File: src/rtl/his_readout_pkg.sv
// Purpose : shared defaults and FSM state codes for the histogram readout block.
// Latency : n/a (constants only).
// Backpressure: n/a.
package his_readout_pkg;

    // Default bin address width and per-bin count width.
    localparam int NB_DEF    = 10;
    localparam int CNT_W_DEF = 8;

    // Readout FSM encoding, kept as plain constants for legacy tooling.
    localparam logic [1:0] ST_IDLE  = 2'd0;
    localparam logic [1:0] ST_READ  = 2'd1;
    localparam logic [1:0] ST_DRAIN = 2'd2;
    localparam logic [1:0] ST_FIN   = 2'd3;

endpackage

File: src/rtl/his_readout_if.sv
// Purpose : readout beat stream (bin index, count, last flag) with valid/ready.
// Latency : n/a (wires only).
// Backpressure: transfer happens on a cycle where out_valid and out_ready are both high.
// Ports   : master drives out_valid/out_bin/out_count/out_last, slave drives out_ready.
interface his_readout_if #(
    parameter int NB    = his_readout_pkg::NB_DEF,
    parameter int CNT_W = his_readout_pkg::CNT_W_DEF
);
    logic             out_valid;
    logic             out_ready;
    logic [NB-1:0]    out_bin;
    logic [CNT_W-1:0] out_count;
    logic             out_last;

    modport master (
        output out_valid, out_bin, out_count, out_last,
        input  out_ready
    );

    modport slave (
        input  out_valid, out_bin, out_count, out_last,
        output out_ready
    );
endinterface

File: src/rtl/his_readout_fifo.sv
// Purpose : 2-entry buffer absorbing the one-cycle RAM read latency.
// Latency : 1 cycle from push to out_valid; head visible directly from storage.
// Backpressure: in_ready drops when both entries are full; head held while out_ready low.
// Ports   : clk/res, in_valid/in_ready/in_data, out_valid/out_ready/out_data, occ (0..2).
module his_readout_fifo #(
    parameter int W = 19
) (
    input  logic         clk,
    input  logic         res,
    input  logic         in_valid,
    output logic         in_ready,
    input  logic [W-1:0] in_data,
    output logic         out_valid,
    input  logic         out_ready,
    output logic [W-1:0] out_data,
    output logic [1:0]   occ
);
    logic [W-1:0] ent [2];
    logic         wr_ptr;
    logic         rd_ptr;
    logic         push;
    logic         pop;

    assign in_ready  = (occ != 2'd2);
    assign out_valid = (occ != 2'd0);
    assign out_data  = ent[rd_ptr];
    assign push      = in_valid && in_ready;
    assign pop       = out_valid && out_ready;

    always_ff @(posedge clk or posedge res) begin
        if (res) begin
            ent[0] <= '0;
            ent[1] <= '0;
            wr_ptr <= 1'b0;
            rd_ptr <= 1'b0;
            occ    <= 2'd0;
        end else begin
            if (push) begin
                ent[wr_ptr] <= in_data;
                wr_ptr      <= ~wr_ptr;
            end
            if (pop) begin
                rd_ptr <= ~rd_ptr;
            end
            case ({push, pop})
                2'b10:   occ <= occ + 2'd1;
                2'b01:   occ <= occ - 2'd1;
                default: ;
            endcase
        end
    end
endmodule

File: src/rtl/his_readout.sv
// Purpose : sweeps a finished histogram RAM in bin order, streams (bin,count), clears each bin, tracks the peak.
// Latency : first beat 2 cycles after start; 2**NB+2 cycles per sweep at full rate; done one cycle after drain.
// Backpressure: reads throttled so buffer + in-flight reads never exceed 2; stalls never drop or reorder beats.
// Ports   : clk/res; start/busy/done; ram_rd_* read port (1-cycle latency); ram_clr_* zero-write port;
//           out (stream master); peak_bin/peak_count/peak_valid running maximum.
module his_readout
    import his_readout_pkg::*;
#(
    parameter int NB    = NB_DEF,
    parameter int CNT_W = CNT_W_DEF
) (
    input  logic             clk,
    input  logic             res,
    input  logic             start,
    output logic             busy,
    output logic             done,
    output logic             ram_rd_en,
    output logic [NB-1:0]    ram_rd_addr,
    input  logic [CNT_W-1:0] ram_rd_data,
    output logic             ram_clr_en,
    output logic [NB-1:0]    ram_clr_addr,
    his_readout_if.master    out,
    output logic [NB-1:0]    peak_bin,
    output logic [CNT_W-1:0] peak_count,
    output logic             peak_valid
);
    localparam int            FW       = NB + CNT_W + 1;
    localparam logic [NB-1:0] LAST_BIN = '1;

    logic [1:0]    state;
    logic [NB-1:0] rd_addr;
    logic          rd_pend;     // read issued last cycle, data on ram_rd_data now
    logic [NB-1:0] pend_addr;   // address of that read
    logic [1:0]    occ;
    logic          fifo_in_rdy;
    logic [FW-1:0] fifo_out;
    logic          pop;
    logic [2:0]    used;
    logic [2:0]    room;

    // A beat leaving this cycle frees a slot, so count it as room; this is
    // what lets reads issue every cycle while the sink keeps up.
    assign pop  = out.out_valid && out.out_ready;
    assign used = {1'b0, occ} + {2'b0, rd_pend};
    assign room = 3'd2 + {2'b0, pop};

    assign ram_rd_en    = (state == ST_READ) && (used < room) && fifo_in_rdy;
    assign ram_rd_addr  = rd_addr;
    // The zero-write follows the read by one cycle, same address.
    assign ram_clr_en   = rd_pend;
    assign ram_clr_addr = pend_addr;

    assign busy = (state != ST_IDLE);
    assign done = (state == ST_FIN);

    his_readout_fifo #(.W(FW)) u_fifo (
        .clk       (clk),
        .res       (res),
        .in_valid  (rd_pend),
        .in_ready  (fifo_in_rdy),
        .in_data   ({pend_addr == LAST_BIN, pend_addr, ram_rd_data}),
        .out_valid (out.out_valid),
        .out_ready (out.out_ready),
        .out_data  (fifo_out),
        .occ       (occ)
    );

    assign out.out_last  = fifo_out[FW-1];
    assign out.out_bin   = fifo_out[CNT_W +: NB];
    assign out.out_count = fifo_out[CNT_W-1:0];

    always_ff @(posedge clk or posedge res) begin
        if (res) begin
            state      <= ST_IDLE;
            rd_addr    <= '0;
            rd_pend    <= 1'b0;
            pend_addr  <= '0;
            peak_bin   <= '0;
            peak_count <= '0;
            peak_valid <= 1'b0;
        end else begin
            rd_pend <= ram_rd_en;
            if (ram_rd_en) begin
                pend_addr <= rd_addr;
            end

            // Strictly greater: with ascending bins a tie keeps the lower bin.
            if (pop && (out.out_count > peak_count)) begin
                peak_bin   <= out.out_bin;
                peak_count <= out.out_count;
            end

            case (state)
                ST_IDLE: begin
                    if (start) begin
                        state      <= ST_READ;
                        rd_addr    <= '0;
                        peak_bin   <= '0;
                        peak_count <= '0;
                        peak_valid <= 1'b0;
                    end
                end
                ST_READ: begin
                    if (ram_rd_en) begin
                        // Address stops at the last bin; no wrap within a sweep.
                        if (rd_addr == LAST_BIN) begin
                            state <= ST_DRAIN;
                        end else begin
                            rd_addr <= rd_addr + 1'b1;
                        end
                    end
                end
                ST_DRAIN: begin
                    // Buffer empty with nothing in flight means the last beat has gone.
                    if ((occ == 2'd0) && !rd_pend) begin
                        state      <= ST_FIN;
                        peak_valid <= 1'b1;
                    end
                end
                ST_FIN: begin
                    state <= ST_IDLE;
                end
                default: begin
                    state <= ST_IDLE;
                end
            endcase
        end
    end
endmodule

File: src/flat_wrapper.sv
// flat-port wrapper written by rule: the top's interface ports become plain ports
module his_readout_flat import his_readout_pkg::*;
#(
    parameter int NB    = NB_DEF,
    parameter int CNT_W = CNT_W_DEF
)
  (clk, res, start, busy, done, ram_rd_en, ram_rd_addr, ram_rd_data, ram_clr_en, ram_clr_addr, peak_bin, peak_count, peak_valid, out_out_valid, out_out_bin, out_out_count, out_out_last, out_out_ready);
  his_readout_if #(.NB(NB), .CNT_W(CNT_W)) out_i ();
  input  logic clk;
  input  logic res;
  input  logic start;
  output logic busy;
  output logic done;
  output logic ram_rd_en;
  output logic [NB-1:0] ram_rd_addr;
  input  logic [CNT_W-1:0] ram_rd_data;
  output logic ram_clr_en;
  output logic [NB-1:0] ram_clr_addr;
  output logic [NB-1:0] peak_bin;
  output logic [CNT_W-1:0] peak_count;
  output logic peak_valid;
  output wire logic [$bits(out_i.out_valid)-1:0] out_out_valid;
  output wire logic [$bits(out_i.out_bin)-1:0] out_out_bin;
  output wire logic [$bits(out_i.out_count)-1:0] out_out_count;
  output wire logic [$bits(out_i.out_last)-1:0] out_out_last;
  input wire logic [$bits(out_i.out_ready)-1:0] out_out_ready;
  assign out_out_valid = out_i.out_valid;
  assign out_out_bin = out_i.out_bin;
  assign out_out_count = out_i.out_count;
  assign out_out_last = out_i.out_last;
  assign out_i.out_ready = out_out_ready;
  his_readout #(.NB(NB), .CNT_W(CNT_W)) u_core (.clk(clk), .res(res), .start(start), .busy(busy), .done(done), .ram_rd_en(ram_rd_en), .ram_rd_addr(ram_rd_addr), .ram_rd_data(ram_rd_data), .ram_clr_en(ram_clr_en), .ram_clr_addr(ram_clr_addr), .out(out_i), .peak_bin(peak_bin), .peak_count(peak_count), .peak_valid(peak_valid));
endmodule
File: config.mk
export PLATFORM = sky130hd
export DESIGN_NAME = his_readout_flat
export DESIGN_NICKNAME = d
export VERILOG_FILES = /design/src/rtl/his_readout_pkg.sv /design/src/rtl/his_readout_if.sv /design/src/rtl/his_readout_fifo.sv /design/src/rtl/his_readout.sv /design/src/flat_wrapper.sv
export SDC_FILE = /design/constraint.sdc
export NUM_CORES = 1
export LEC_CHECK = 0
export BUFFER_PORTS_ARGS = -buffer_cell sky130_fd_sc_hd__buf_4
export CAP_MARGIN = 10
export CORE_MARGIN = 3
export CORE_UTILIZATION = 50
export CTS_CLUSTER_DIAMETER = 150
export DETAILED_ROUTE_END_ITERATION = 6
export PLACE_DENSITY = 0.73
export SLEW_MARGIN = 10
export SYNTH_ARGS = -nofsm -noshare
export SYNTH_HDL_FRONTEND = slang
export SYNTH_SLANG_ARGS = --single-unit
File: constraint.sdc
create_clock -name clk -period 3.35 [get_ports clk]
set_input_delay 0.1675 -clock clk [delete_from_list [all_inputs] [get_ports clk]]
set_output_delay 0.1675 -clock clk [all_outputs]
set_load 0.05 [all_outputs]
==> flow_summary.ini <==
[cts]
cts_made_buffers = 9
cts_hold_buf = 0
post_cts_buffers = 0
cts_tree = yes
clock_latency_ns = 0.34
post_cts_resized = 0
htreeDepth = 3
clockBufferDepth = 2
cts_num_sinks = 84
clock-root-buffer = clkbuf_8
clk_pin_slew_ns = 0.09

[sta]
period_minus_slack_ns = 2.775
max_freq_mhz = 360.3
tns_ns = 0
drv_slew = 0
relSlewSlack_pct = 29.63
setup_viol = 0
rsz0062_at_grt = false
skew_ns = 0.01134
finalCritPeriodShare_pct = 82.85
hold_violations = 0
tightest_slew_ns = 1.054

[global_route]
grt_pass1_wl_mm = 15.57
grt_max_degree = 63
overflow = 0
grt_pass1_vias = 3061
antenna_found_initial = 0
grt_usage_pct = 20.18

[drt]
drt_iter0_markers = 84
wirelength_mm = 9.104
dr.pass1.iters = 4
wl_per_cell_um = 17.02
num_vias = 3013
drc = 0
antenna_violating_nets_post_route = 0
avgViaCountPerCell = 5.632

[logic_synthesis]
synth_area_leaders = dfrtp_1, mux2_2, ha_1
avgSynthCellArea_um2 = 11.65
ys_dominant_reg_cell = dfrtp_1
yosys.cell_count.top_type = dfrtp_1
syn_nets = 385
synth_commonest_cells = dfrtp_1, mux2_2, inv_1
synthArstFlopShare_pct = 100.0
synth_largest_area_cell = dfrtp_1
seq_area_frac_synth_pct = 50.53
yosysTopAreaCellShare_pct = 50.53
synth_edf_count = 0
yosysWarnings = 0
netlist_instances = 357
syn_area_um2 = 4160
ys_ff_latch = 84
synth.distinct_cells = 43

[placement]
place_congestion = 0.8787
dp.cells = 519
io_buffers = 74
dp_hpwl_mm = 6.368
place_area_um2 = 4785

[final_layout]
antenna_cells = 0
fin_cells = 535
final_area_um2 = 5016
postLayoutCoreUtil_pct = 63.59
nets = 456
drive_gt1_share_pct = 39.95
syn_to_final_growth_pct = 20.57
fillers = 629

[die]
core_um2 = 7888
die_area_um2 = 9451
initial_core_util_pct = 52.74
fp-row-count = 32
die_x_um = 97.22
pin_count = 75
die-height_um = 97.22

[run]
drv_cap = 0

[critical_path]
cp.required_ns = 3.54
startpoint_type = register
cp-end-kind = register
r2r-start = u_core.u_fifo.rd_ptr
critPathArrivalTime_ns = 2.97
startpoint = u_core.u_fifo.rd_ptr
critPathKind = reg -> reg
crit_path_max_fanout = 18

[hold_path]
hold_class = in -> async

[status]
status = complete, no violations
[placed cells by master, fill, tap and decap left out, types with 5 or more instances in the layout]
cell       n
dfrtp_1   84
buf_4     83
mux2_2    67
inv_1     33
a21oi_1   28
a211oi_1  19
ha_1      16
clkbuf_8  10
nand2_1    9
nor2_1     8
xnor2_1    6
o21ai_0    6
nand3_1    5
nand4_1    5
[kinds of logic after synthesis]
family                     after synthesis  synth area share (%)
buffers and inverters                   57                 6.135
AOI/OAI and AO/OA                       74                 12.15
muxes                                   69                 18.62
DFF                                     84                 50.53
xor gates and xnor gates                 6                 1.263
and+or+nand+nor                         51                 6.496
adders and majority gates               16                 4.812
[worst max-delay path, stage by stage, from the launching register on]
cell and delay, ns:
dfrtp_1 0.61, mux2_2 0.42, ha_1 0.33, nand2_1 0.06, o21a_1 0.21, a211oi_2 0.21
and2_1 0.60, a211oi_1 0.19
[routing by layer]
| metal | global-route usage [%] | routed length [um] |
|---|---|---|
| met2 | 32.54 | 4473 |
| met5 | 0 | 0 |
| met1 | 27.30 | 4131 |
| met3 | 3.805 | 379 |
| met4 | 7.348 | 119 |
[final cells by class]
type                            instances  area (um2)  share of cell area [%]
Clock inverter                          6       93.84                   1.871
Clock buffer                           10       137.6                   2.744
Timing Repair Buffer                   83       623.1                   12.42
Sequential cell                        84        2102                   41.91
Tap cell                              102       127.6                   2.544
Inverter                               34       128.9                   2.569
Multi-Input combinational cell        216        1803                   35.94
[sequential cells by signal (all words and copies together) (netlist names)]
| name | flops |
|---|---|
| u_core.state | 2 |
| u_core.u_fifo.rd_ptr | 1 |
| u_core.u_fifo.occ | 2 |
| u_core.peak_count | 8 |
| u_core.u_fifo.ent | 38 |
| u_core.u_fifo.wr_ptr | 1 |
| u_core.ram_clr_en | 1 |
| u_core.peak_bin | 10 |
| u_core.ram_clr_addr | 10 |
| u_core.peak_valid | 1 |
| u_core.ram_rd_addr | 10 |
[worst paths after layout]
check | depth (start not counted) | slack, ns | to
min | 2 | 0.05 | u_core.u_fifo.ent[19]
min reg2reg | 1 | 0.51 | u_core.u_fifo.ent[35]
max reg2reg | 7 | 0.57 | u_core.peak_count[6]
max in group asynchronous | 3 | 2.55 | u_core.peak_count[1]
max | 7 | 0.57 | u_core.peak_count[6]
min in group clk | 2 | 0.06 | u_core.u_fifo.ent[6]
[metrics by stage]
stage / hold WS, ns / setup slack [ns]
floorplan: 0.3181 / 0.2929
global placement: 0.4075 / 0.7289
detailed placement: 0.4128 / 0.6058
CTS: 0.03926 / 0.5715
global route: 0.03341 / 0.3754
finish: 0.04659 / 0.5747
Power is left out: the tool's default activity adds up to more than one toggle a clock period on the data nets, which glitch-free logic cannot reach.
